===== src/rtl/pipe_pkg.sv =====
// Shared types and constants for the MIPS inter-stage pipeline registers.
package pipe_pkg;

  localparam int          REG_ADDR_W = 5;
  localparam logic [4:0]  ZERO_REG   = 5'd0;
  localparam logic [31:0] RESET_PC   = 32'h0000_3000;
  localparam int          TNEW_W     = 2;

  typedef struct packed {
    logic                  reg_write;
    logic                  mem_to_reg;
    logic                  link_sel;
    logic [REG_ADDR_W-1:0] write_reg;
    logic [REG_ADDR_W-1:0] a2;
  } ctrl_t;

  localparam ctrl_t BUBBLE_CTRL = '0;

endpackage


===== src/rtl/pipe_stage_reg_if.sv =====
// Stage-to-stage bundle: upstream slot, stall/flush control, registered slot and hazard outputs.
interface pipe_stage_reg_if
  import pipe_pkg::*;
#(
  parameter int DATA_W   = 32,
  parameter int NUM_DATA = 2,
  parameter int TNEW_W   = 2,
  parameter int CNT_W    = 8
);
  logic                       en;
  logic                       flush;
  logic                       in_valid;
  logic [31:0]                in_instr;
  logic [31:0]                in_pc;
  logic [NUM_DATA*DATA_W-1:0] in_data;
  logic                       in_reg_write;
  logic                       in_mem_to_reg;
  logic                       in_link_sel;
  logic [REG_ADDR_W-1:0]      in_write_reg;
  logic [REG_ADDR_W-1:0]      in_a2;
  logic [TNEW_W-1:0]          in_tnew;

  logic                       out_valid;
  logic [31:0]                out_instr;
  logic [31:0]                out_pc;
  logic [NUM_DATA*DATA_W-1:0] out_data;
  logic                       out_reg_write;
  logic                       out_mem_to_reg;
  logic                       out_link_sel;
  logic [REG_ADDR_W-1:0]      out_write_reg;
  logic [REG_ADDR_W-1:0]      out_a2;
  logic [TNEW_W-1:0]          out_tnew;
  logic                       fwd_ready;
  logic [CNT_W-1:0]           hold_cycles;

  modport master (
    output en, flush, in_valid, in_instr, in_pc, in_data, in_reg_write, in_mem_to_reg,
           in_link_sel, in_write_reg, in_a2, in_tnew,
    input  out_valid, out_instr, out_pc, out_data, out_reg_write, out_mem_to_reg,
           out_link_sel, out_write_reg, out_a2, out_tnew, fwd_ready, hold_cycles
  );

  modport slave (
    input  en, flush, in_valid, in_instr, in_pc, in_data, in_reg_write, in_mem_to_reg,
           in_link_sel, in_write_reg, in_a2, in_tnew,
    output out_valid, out_instr, out_pc, out_data, out_reg_write, out_mem_to_reg,
           out_link_sel, out_write_reg, out_a2, out_tnew, fwd_ready, hold_cycles
  );
endinterface


===== src/rtl/tnew_sat_dec.sv =====
// Saturating Tnew decrement applied as an instruction crosses one stage boundary.
module tnew_sat_dec #(
  parameter int TNEW_W   = 2,
  parameter int TNEW_DEC = 1
) (
  input  logic [TNEW_W-1:0] tnew_i,
  output logic [TNEW_W-1:0] tnew_o
);
  logic [31:0] tnew_wide;
  logic [31:0] dec_wide;

  // Compare at 32 bits so a TNEW_DEC wider than the field still saturates to zero.
  assign tnew_wide = 32'(tnew_i);
  assign dec_wide  = 32'(TNEW_DEC);
  assign tnew_o    = (tnew_wide > dec_wide) ? TNEW_W'(tnew_wide - dec_wide) : '0;
endmodule


===== src/rtl/pipe_stage_reg.sv =====
// Inter-stage pipeline register with stall/flush, Tnew countdown, forwarding flag and hold counter.
module pipe_stage_reg
  import pipe_pkg::*;
#(
  parameter int          DATA_W   = 32,
  parameter int          NUM_DATA = 2,
  parameter int          TNEW_W   = 2,
  parameter int          TNEW_DEC = 1,
  parameter logic [31:0] RESET_PC = pipe_pkg::RESET_PC,
  parameter bit          KEEP_PC  = 1'b1,
  parameter int          CNT_W    = 8
) (
  input logic             clk,
  input logic             reset,
  pipe_stage_reg_if.slave bus
);
  logic                       valid_q, valid_d;
  logic [31:0]                instr_q, instr_d;
  logic [31:0]                pc_q, pc_d;
  logic [NUM_DATA*DATA_W-1:0] data_q, data_d;
  ctrl_t                      ctrl_q, ctrl_d;
  logic [TNEW_W-1:0]          tnew_q, tnew_d;
  logic [CNT_W-1:0]           hold_q, hold_d;
  logic [TNEW_W-1:0]          tnew_dec;

  tnew_sat_dec #(
    .TNEW_W   (TNEW_W),
    .TNEW_DEC (TNEW_DEC)
  ) u_tnew_dec (
    .tnew_i (bus.in_tnew),
    .tnew_o (tnew_dec)
  );

  always_comb begin
    valid_d = valid_q;
    instr_d = instr_q;
    pc_d    = pc_q;
    data_d  = data_q;
    ctrl_d  = ctrl_q;
    tnew_d  = tnew_q;
    hold_d  = hold_q;
    if (bus.flush) begin
      valid_d = 1'b0;
      instr_d = '0;
      pc_d    = KEEP_PC ? bus.in_pc : '0;
      data_d  = '0;
      ctrl_d  = BUBBLE_CTRL;
      tnew_d  = '0;
      hold_d  = '0;
    end else if (!bus.en) begin
      // Stalled: contents frozen, Tnew included, since the instruction has not advanced.
      hold_d = (hold_q == '1) ? hold_q : hold_q + CNT_W'(1);
    end else begin
      valid_d           = bus.in_valid;
      instr_d           = bus.in_instr;
      pc_d              = bus.in_pc;
      data_d            = bus.in_data;
      ctrl_d.reg_write  = bus.in_reg_write;
      ctrl_d.mem_to_reg = bus.in_mem_to_reg;
      ctrl_d.link_sel   = bus.in_link_sel;
      ctrl_d.write_reg  = bus.in_write_reg;
      ctrl_d.a2         = bus.in_a2;
      tnew_d            = tnew_dec;
      hold_d            = '0;
      // An invalid slot must never look like a pending register write to the hazard unit.
      if (!bus.in_valid) begin
        ctrl_d.reg_write  = 1'b0;
        ctrl_d.mem_to_reg = 1'b0;
        ctrl_d.link_sel   = 1'b0;
        ctrl_d.write_reg  = ZERO_REG;
        tnew_d            = '0;
      end
    end
  end

  always_ff @(posedge clk) begin
    if (reset) begin
      valid_q <= 1'b0;
      instr_q <= '0;
      pc_q    <= RESET_PC;
      data_q  <= '0;
      ctrl_q  <= BUBBLE_CTRL;
      tnew_q  <= '0;
      hold_q  <= '0;
    end else begin
      valid_q <= valid_d;
      instr_q <= instr_d;
      pc_q    <= pc_d;
      data_q  <= data_d;
      ctrl_q  <= ctrl_d;
      tnew_q  <= tnew_d;
      hold_q  <= hold_d;
    end
  end

  assign bus.out_valid      = valid_q;
  assign bus.out_instr      = instr_q;
  assign bus.out_pc         = pc_q;
  assign bus.out_data       = data_q;
  assign bus.out_reg_write  = ctrl_q.reg_write;
  assign bus.out_mem_to_reg = ctrl_q.mem_to_reg;
  assign bus.out_link_sel   = ctrl_q.link_sel;
  assign bus.out_write_reg  = ctrl_q.write_reg;
  assign bus.out_a2         = ctrl_q.a2;
  assign bus.out_tnew       = tnew_q;
  assign bus.hold_cycles    = hold_q;
  assign bus.fwd_ready      = valid_q & ctrl_q.reg_write &
                              (ctrl_q.write_reg != ZERO_REG) & (tnew_q == '0);
endmodule


===== src/flat_wrapper.sv =====
// flat-port wrapper written by rule: the top's interface ports become plain ports
module pipe_stage_reg_flat import pipe_pkg::*;
#(
  parameter int          DATA_W   = 32,
  parameter int          NUM_DATA = 2,
  parameter int          TNEW_W   = 2,
  parameter int          TNEW_DEC = 1,
  parameter logic [31:0] RESET_PC = pipe_pkg::RESET_PC,
  parameter bit          KEEP_PC  = 1'b1,
  parameter int          CNT_W    = 8
)
  (clk, reset, bus_en, bus_flush, bus_in_valid, bus_in_instr, bus_in_pc, bus_in_data, bus_in_reg_write, bus_in_mem_to_reg, bus_in_link_sel, bus_in_write_reg, bus_in_a2, bus_in_tnew, bus_out_valid, bus_out_instr, bus_out_pc, bus_out_data, bus_out_reg_write, bus_out_mem_to_reg, bus_out_link_sel, bus_out_write_reg, bus_out_a2, bus_out_tnew, bus_fwd_ready, bus_hold_cycles);
  pipe_stage_reg_if #(.DATA_W(DATA_W), .NUM_DATA(NUM_DATA), .TNEW_W(TNEW_W), .CNT_W(CNT_W)) bus_i ();
  input logic clk;
  input logic reset;
  input wire logic [$bits(bus_i.en)-1:0] bus_en;
  input wire logic [$bits(bus_i.flush)-1:0] bus_flush;
  input wire logic [$bits(bus_i.in_valid)-1:0] bus_in_valid;
  input wire logic [$bits(bus_i.in_instr)-1:0] bus_in_instr;
  input wire logic [$bits(bus_i.in_pc)-1:0] bus_in_pc;
  input wire logic [$bits(bus_i.in_data)-1:0] bus_in_data;
  input wire logic [$bits(bus_i.in_reg_write)-1:0] bus_in_reg_write;
  input wire logic [$bits(bus_i.in_mem_to_reg)-1:0] bus_in_mem_to_reg;
  input wire logic [$bits(bus_i.in_link_sel)-1:0] bus_in_link_sel;
  input wire logic [$bits(bus_i.in_write_reg)-1:0] bus_in_write_reg;
  input wire logic [$bits(bus_i.in_a2)-1:0] bus_in_a2;
  input wire logic [$bits(bus_i.in_tnew)-1:0] bus_in_tnew;
  output wire logic [$bits(bus_i.out_valid)-1:0] bus_out_valid;
  output wire logic [$bits(bus_i.out_instr)-1:0] bus_out_instr;
  output wire logic [$bits(bus_i.out_pc)-1:0] bus_out_pc;
  output wire logic [$bits(bus_i.out_data)-1:0] bus_out_data;
  output wire logic [$bits(bus_i.out_reg_write)-1:0] bus_out_reg_write;
  output wire logic [$bits(bus_i.out_mem_to_reg)-1:0] bus_out_mem_to_reg;
  output wire logic [$bits(bus_i.out_link_sel)-1:0] bus_out_link_sel;
  output wire logic [$bits(bus_i.out_write_reg)-1:0] bus_out_write_reg;
  output wire logic [$bits(bus_i.out_a2)-1:0] bus_out_a2;
  output wire logic [$bits(bus_i.out_tnew)-1:0] bus_out_tnew;
  output wire logic [$bits(bus_i.fwd_ready)-1:0] bus_fwd_ready;
  output wire logic [$bits(bus_i.hold_cycles)-1:0] bus_hold_cycles;
  assign bus_i.en = bus_en;
  assign bus_i.flush = bus_flush;
  assign bus_i.in_valid = bus_in_valid;
  assign bus_i.in_instr = bus_in_instr;
  assign bus_i.in_pc = bus_in_pc;
  assign bus_i.in_data = bus_in_data;
  assign bus_i.in_reg_write = bus_in_reg_write;
  assign bus_i.in_mem_to_reg = bus_in_mem_to_reg;
  assign bus_i.in_link_sel = bus_in_link_sel;
  assign bus_i.in_write_reg = bus_in_write_reg;
  assign bus_i.in_a2 = bus_in_a2;
  assign bus_i.in_tnew = bus_in_tnew;
  assign bus_out_valid = bus_i.out_valid;
  assign bus_out_instr = bus_i.out_instr;
  assign bus_out_pc = bus_i.out_pc;
  assign bus_out_data = bus_i.out_data;
  assign bus_out_reg_write = bus_i.out_reg_write;
  assign bus_out_mem_to_reg = bus_i.out_mem_to_reg;
  assign bus_out_link_sel = bus_i.out_link_sel;
  assign bus_out_write_reg = bus_i.out_write_reg;
  assign bus_out_a2 = bus_i.out_a2;
  assign bus_out_tnew = bus_i.out_tnew;
  assign bus_fwd_ready = bus_i.fwd_ready;
  assign bus_hold_cycles = bus_i.hold_cycles;
  pipe_stage_reg #(.DATA_W(DATA_W), .NUM_DATA(NUM_DATA), .TNEW_W(TNEW_W), .TNEW_DEC(TNEW_DEC), .RESET_PC(RESET_PC), .KEEP_PC(KEEP_PC), .CNT_W(CNT_W)) u_core (.clk(clk), .reset(reset), .bus(bus_i));
endmodule

===== config.mk =====
export PLATFORM = sky130hd
export DESIGN_NAME = pipe_stage_reg_flat
export DESIGN_NICKNAME = d
export VERILOG_FILES = /design/src/rtl/pipe_pkg.sv /design/src/rtl/pipe_stage_reg_if.sv /design/src/rtl/tnew_sat_dec.sv /design/src/rtl/pipe_stage_reg.sv /design/src/flat_wrapper.sv
export SDC_FILE = /design/constraint.sdc
export NUM_CORES = 1
export LEC_CHECK = 0
export ABC_AREA = 1
export BUFFER_PORTS_ARGS = -buffer_cell sky130_fd_sc_hd__buf_2
export CAP_MARGIN = 20
export CELL_PAD_IN_SITES_DETAIL_PLACEMENT = 1
export CELL_PAD_IN_SITES_GLOBAL_PLACEMENT = 2
export CORE_MARGIN = 5
export CORE_UTILIZATION = 23
export DETAILED_ROUTE_END_ITERATION = 7
export GPL_TIMING_DRIVEN = 1
export PLACE_DENSITY = 0.84
export SYNTH_ARGS = -nofsm -noshare
export SYNTH_HDL_FRONTEND = slang
export SYNTH_HIERARCHICAL = 1
export SYNTH_SLANG_ARGS = --single-unit

===== constraint.sdc =====
create_clock -name clk -period 1.7 [get_ports clk]
set_clock_uncertainty 0.1 [all_clocks]
set_input_delay 0.17 -clock clk [delete_from_list [all_inputs] [get_ports clk]]
set_output_delay 0.17 -clock clk [all_outputs]
set_load 0.1 [all_outputs]

After elaboration in Yosys (flattened, before gate mapping). Cells that the tools add are included.

Mux-type cells: 5. Add/subtract/negate cells: 2. Eq/ne operators: 1. Reductions and logical operators: 5. Order comparisons: 1. Bitwise gates (word level): 3.

Operators with widths (count): 2-to-1 mux 32 bit (2); adder 8 x 1 -> 8 bit, second input constant (1); equality test 8 bit, second input constant (1); 2-to-1 mux 8 bit (1); nonzero test 5 bit (1); 2-to-1 mux 2 bit (2); bitwise AND 1 bit (3); OR reduction 3 bit (1); greater-than comparator 2 x 1 -> 1 bit, second input constant (1); logical NOT 2 bit (1); nonzero test 2 bit (1); OR reduction 2 bit (1); subtractor 2 x 1 -> 2 bit, second input constant (1).

Register bits: 152.

Depth between registers and ports, before layout.
Depth after elaboration: 3. Mapped depth: 7. Gate-level depth less buffers: 7.

Modules after synthesis. The synthesis kept the hierarchy.

Modules (own cells, without submodules): pipe_stage_reg (instances 1, cells each 504, area each 4987.3 sq um, sequential area each 3042.9 sq um); tnew_sat_dec (instances 1, cells each 4, area each 17.5 sq um, sequential area each 0.0 sq um).

Least setup slack after synthesis. No wires, ideal clock.

Path type: register to output. Start: register u_core.valid_q (netlist: u_core/bus.out_valid). End: output bus_fwd_ready. Cell stages (with the launch flop): 5. Setup slack: -0.498 ns. Required time: 1.430 ns. Data arrival time: 1.928 ns. Path through: dfxtp_1 inv_1 nor3_1 nand3_1 inv_1.

Cells in the longest elaborated chain, start to end: 3.

Ends and longest elaborated chain: start, declared (RTL line pipe_stage_reg.sv:17) `logic valid_q, valid_d;`; start signal, assigned (RTL line pipe_stage_reg.sv:86) `valid_q <= valid_d;`; bitwise AND 1 bit (2 in series) (RTL line pipe_stage_reg.sv:107) `assign bus.fwd_ready = valid_q & ctrl_q.reg_write &`; bitwise AND 1 bit (RTL line pipe_stage_reg.sv:108) `(ctrl_q.write_reg != ZERO_REG) & (tnew_q == '0);`; end, declared (RTL line flat_wrapper.sv:38) `output wire logic [$bits(bus_i.fwd_ready)-1:0] bus_fwd_ready;`.

No other way between the ends.

Worst setup path after layout.
Start: register u_core.ctrl_q (netlist bit u_core/bus.out_write_reg[4]). End: output bus_fwd_ready.

Cells in the longest elaborated chain, start to end: 3.

Ends and longest elaborated chain: start, declared (RTL line pipe_stage_reg.sv:21) `ctrl_t ctrl_q, ctrl_d;`; start signal, assigned (RTL line pipe_stage_reg.sv:90) `ctrl_q <= ctrl_d;`; nonzero test 5 bit (RTL line pipe_stage_reg.sv:108); bitwise AND 1 bit (RTL line pipe_stage_reg.sv:107); bitwise AND 1 bit (RTL line pipe_stage_reg.sv:108).

No other way between the ends.

==> results <==
- The number of vias per cell after detailed routing is 4.41.
- Relative to the synthesized area, the layout overhead comes to 78.5%.
- In the finished design, the share of the clock period the worst path needs comes to 95.6%.
- Setup violations remaining at the end of the flow were counted as 0.
- The worst vdd rail ir drop is 526 uV.
- In this run the worst path has a maximum fanout of 3.
- The number of clock sinks is 152.
- The fraction of final layout cells with drive strength greater than 1 is 38.5%.
- The number of library cell types mapped by synthesis is 20.
- After detailed routing, the number of remaining DRC violations is 0.
- The critical path launch point type is a flip-flop.
- The transition time at the pin with the least slew margin is 532 ps.
- The number of standard cells after synthesis is 508.
- The classification of the worst-slack hold path is primary input to flip-flop.
- The mean area per synthesized cell is 9.85 um^2.
- Once detailed placement completed, the half-perimeter wirelength came to 13400 um.
- Final hold analysis gives a worst-case slack of 45.0 ps.
- After detailed routing, the average wire length per cell comes to 17.0 um.
- The flip-flop count of the largest register after layout is 64.
- The worst setup path is captured at a primary output.
- The total routed wirelength is 21200 um.
- The number of global-route vias before repair is 6054.
- In this run the horizontal extent of the chip is 158 um.
- In this run the standard cell core region covers 0.0216 mm^2.
- The worst relative slew slack is 64.8%.
- The maximum frequency from static timing analysis is 615 MHz.
- Setup repair after global routing left no endpoint under its margin.
- The number of routed nets with antenna violations is 0.
- The floorplan has 54 rows.
- The clock tree buffer depth is 2.
- The clock tree synthesis step divided the H-tree into 4 levels.
- For this design the ratio of total power to cell area is 1060 mW/mm^2.
- The synthesis warning total is 6.
- The sequential share of the synthesized area is 60.8%.
- The first-pass GRT wire length is 31900 um.
- The completed layout was analyzed and its total power is 0.00949 W.
- The largest net degree at the start of global routing is 78.
- The count of final max-slew check failures is 0.
- The final hold violation count is 0.
- The routed layout has 5489 vias.
- In this run, the number of DRC markers left after iteration 0 of detailed routing was 168.
- The CTS clock-pin slew for the worst setup and hold paths is 70 ps.
- For the worst setup path, the data arrival time is 1360 ps.
- The worst setup path is of the flip-flop to primary output kind.
- Data on the critical path is required at its endpoint by 1430 ps.
- The height of the die is 158 um.
- Max-cap violations in this run came to 0.
- The initial core utilization is 23.1%.
- Global routing used 16.4% of the available tracks.
- The initial antenna violation count came to 1.
- The count of buffers added by post-CTS timing repair for setup is 0.
- The count of pins on the block boundary is 301.
- Clock latency on the worst-skew pair, taken at its later pin, is 420 ps.
- The post-layout net count is 1099.
- The static leakage is 4.38 nW.
- Buffers inserted during clock tree synthesis total 17.
- The final weighted congestion in routability-driven placement is 0.733.
- The post-synthesis instance area is 0.00500 mm^2.
- The pre-antenna-repair detailed-routing pass consisted of 4 iterations.
- The CTS tree is done.
- The floorplan step defined a die boundary enclosing 0.0248 mm^2.
- The total of buffers placed on input and output ports is 300.
- The root buffer selected by CTS is sky130_fd_sc_hd__clkbuf_16.
- The post-synthesis sequential element count is 152.
- The synthesized net count is 657.
- The run finished with clean final reports.
- For the final routed database, the setup TNS stands at 0 ps.
- The smallest clock period supported by the final layout is computed as 1630 ps.
- The sum of overflow across all layers after global routing is 0.
-- cells by family (layout without fill, tap and decap cells) --
group,Yosys count,in the layout,synth area share (%)
adders and majority gates,1,1,0.250
AOI/OAI and AO/OA,144,144,21.2
buffers and inverters,54,509,5.15
other,0,1,0
DFF,152,152,60.8
and+or+nand+nor,157,157,12.6
-- worst max-delay path, cell delays in order (launching register included) --
cell and delay (ps):
sky130_fd_sc_hd__dfxtp_2 330, sky130_fd_sc_hd__nor3_2 170, sky130_fd_sc_hd__nand3_1 100, sky130_fd_sc_hd__nand3_2 90, sky130_fd_sc_hd__clkinvlp_4 90, sky130_fd_sc_hd__buf_12 170
-- stage by stage --
stage               cells  worst slack, ps  utilization (%)  instance area (um^2)
global placement     1067              349             31.9                  6890
detailed placement   1067              328             31.9                  6890
floorplan             508             41.3                -                  5030
finish               1244             74.6             41.3                  8930
global route         1244            0.621             41.3                  8930
CTS                  1243             11.1             41.2                  8920
-- synth_stat cells --
cell type / number / area, um^2
sky130_fd_sc_hd__ha_1: 1 / 12.5
sky130_fd_sc_hd__nand2_2: 1 / 6.26
sky130_fd_sc_hd__a31oi_1: 3 / 18.8
sky130_fd_sc_hd__nand3_1: 21 / 105
sky130_fd_sc_hd__buf_2: 14 / 70.1
sky130_fd_sc_hd__inv_1: 19 / 71.3
sky130_fd_sc_hd__o21ai_0: 35 / 175
sky130_fd_sc_hd__nor2_1: 69 / 259
sky130_fd_sc_hd__o211ai_1: 1 / 7.51
sky130_fd_sc_hd__nand2_1: 62 / 233
sky130_fd_sc_hd__nor2_4: 1 / 11.3
sky130_fd_sc_hd__inv_2: 1 / 3.75
sky130_fd_sc_hd__clkbuf_1: 10 / 37.5
sky130_fd_sc_hd__a22o_1: 89 / 780
sky130_fd_sc_hd__a21oi_1: 15 / 75.1
sky130_fd_sc_hd__buf_4: 10 / 75.1
sky130_fd_sc_hd__nor2_2: 1 / 6.26
sky130_fd_sc_hd__o21ai_1: 1 / 5.00
sky130_fd_sc_hd__dfxtp_1: 152 / 3040
sky130_fd_sc_hd__nor3_1: 2 / 10.0
-- layout by cell type, fill, tap and decap left out, types with 2 or more instances in the layout --
cell,n
sky130_fd_sc_hd__buf_2,299
sky130_fd_sc_hd__dfxtp_1,135
sky130_fd_sc_hd__buf_4,8
sky130_fd_sc_hd__clkbuf_16,17
sky130_fd_sc_hd__nand2_1,62
sky130_fd_sc_hd__clkinv_4,2
sky130_fd_sc_hd__o21ai_0,35
sky130_fd_sc_hd__a22o_1,89
sky130_fd_sc_hd__dfxtp_4,2
sky130_fd_sc_hd__a31oi_1,3
sky130_fd_sc_hd__clkinvlp_4,3
sky130_fd_sc_hd__nor2_1,68
sky130_fd_sc_hd__buf_12,6
sky130_fd_sc_hd__dfxtp_2,15
sky130_fd_sc_hd__dlygate4sd3_1,144
sky130_fd_sc_hd__a21oi_1,15
sky130_fd_sc_hd__nand3_1,20
sky130_fd_sc_hd__inv_6,6
sky130_fd_sc_hd__inv_8,3
sky130_fd_sc_hd__inv_1,18
sky130_fd_sc_hd__nor2_4,2
-- what timing repair did --
action | 4_1_cts | 5_1_grt
endpoints found under the hold margin | 143 | 0
cloned | 0 | 0
hold buffers | 144 | 0
endpoints found under the setup margin | 1 | 1
gates resized for setup | 2 | 2
-- where the power goes --
group	switching (W)	leakage [nW]	internal, W
sequential	0.0000772	1.25	0.00370
combinational	0.00139	2.85	0.000546
clock	0.00169	0.281	0.00208
total	0.00316	4.38	0.00632
-- final timing paths --
path	slack [ps]	startpoint	end	cells past startpoint
max reg2reg	340	u_core/bus.hold_cycles[0]	u_core/bus.hold_cycles[2]	7
max	70	u_core/bus.out_write_reg[4]	bus_fwd_ready	5
min	50	bus_in_valid	u_core/bus.out_reg_write	3
min reg2reg	370	u_core/bus.out_pc[13]	u_core/bus.out_pc[13]	2
-- layer usage --
layer	up-vias	part of all wire [%]	global-route usage (%)
met3	35	6.5	4.51
met2	195	52	29.9
li1	2642	-	-
met1	2617	39	17.9
met4	0	2.3	6.60
met5	-	0	0
-- layout make-up --
type                       count  area (um^2)
antenna                        1         2.50
multi-input combinational    302         1730
timing repair buffer         457         3120
inverter                      20         78.8
sequential                   152         3070
fill                        2551        12700
clock buffer                  17          425
tap                          280          350
clock inverter                15          154
Power figures use the tool's default switching activity.
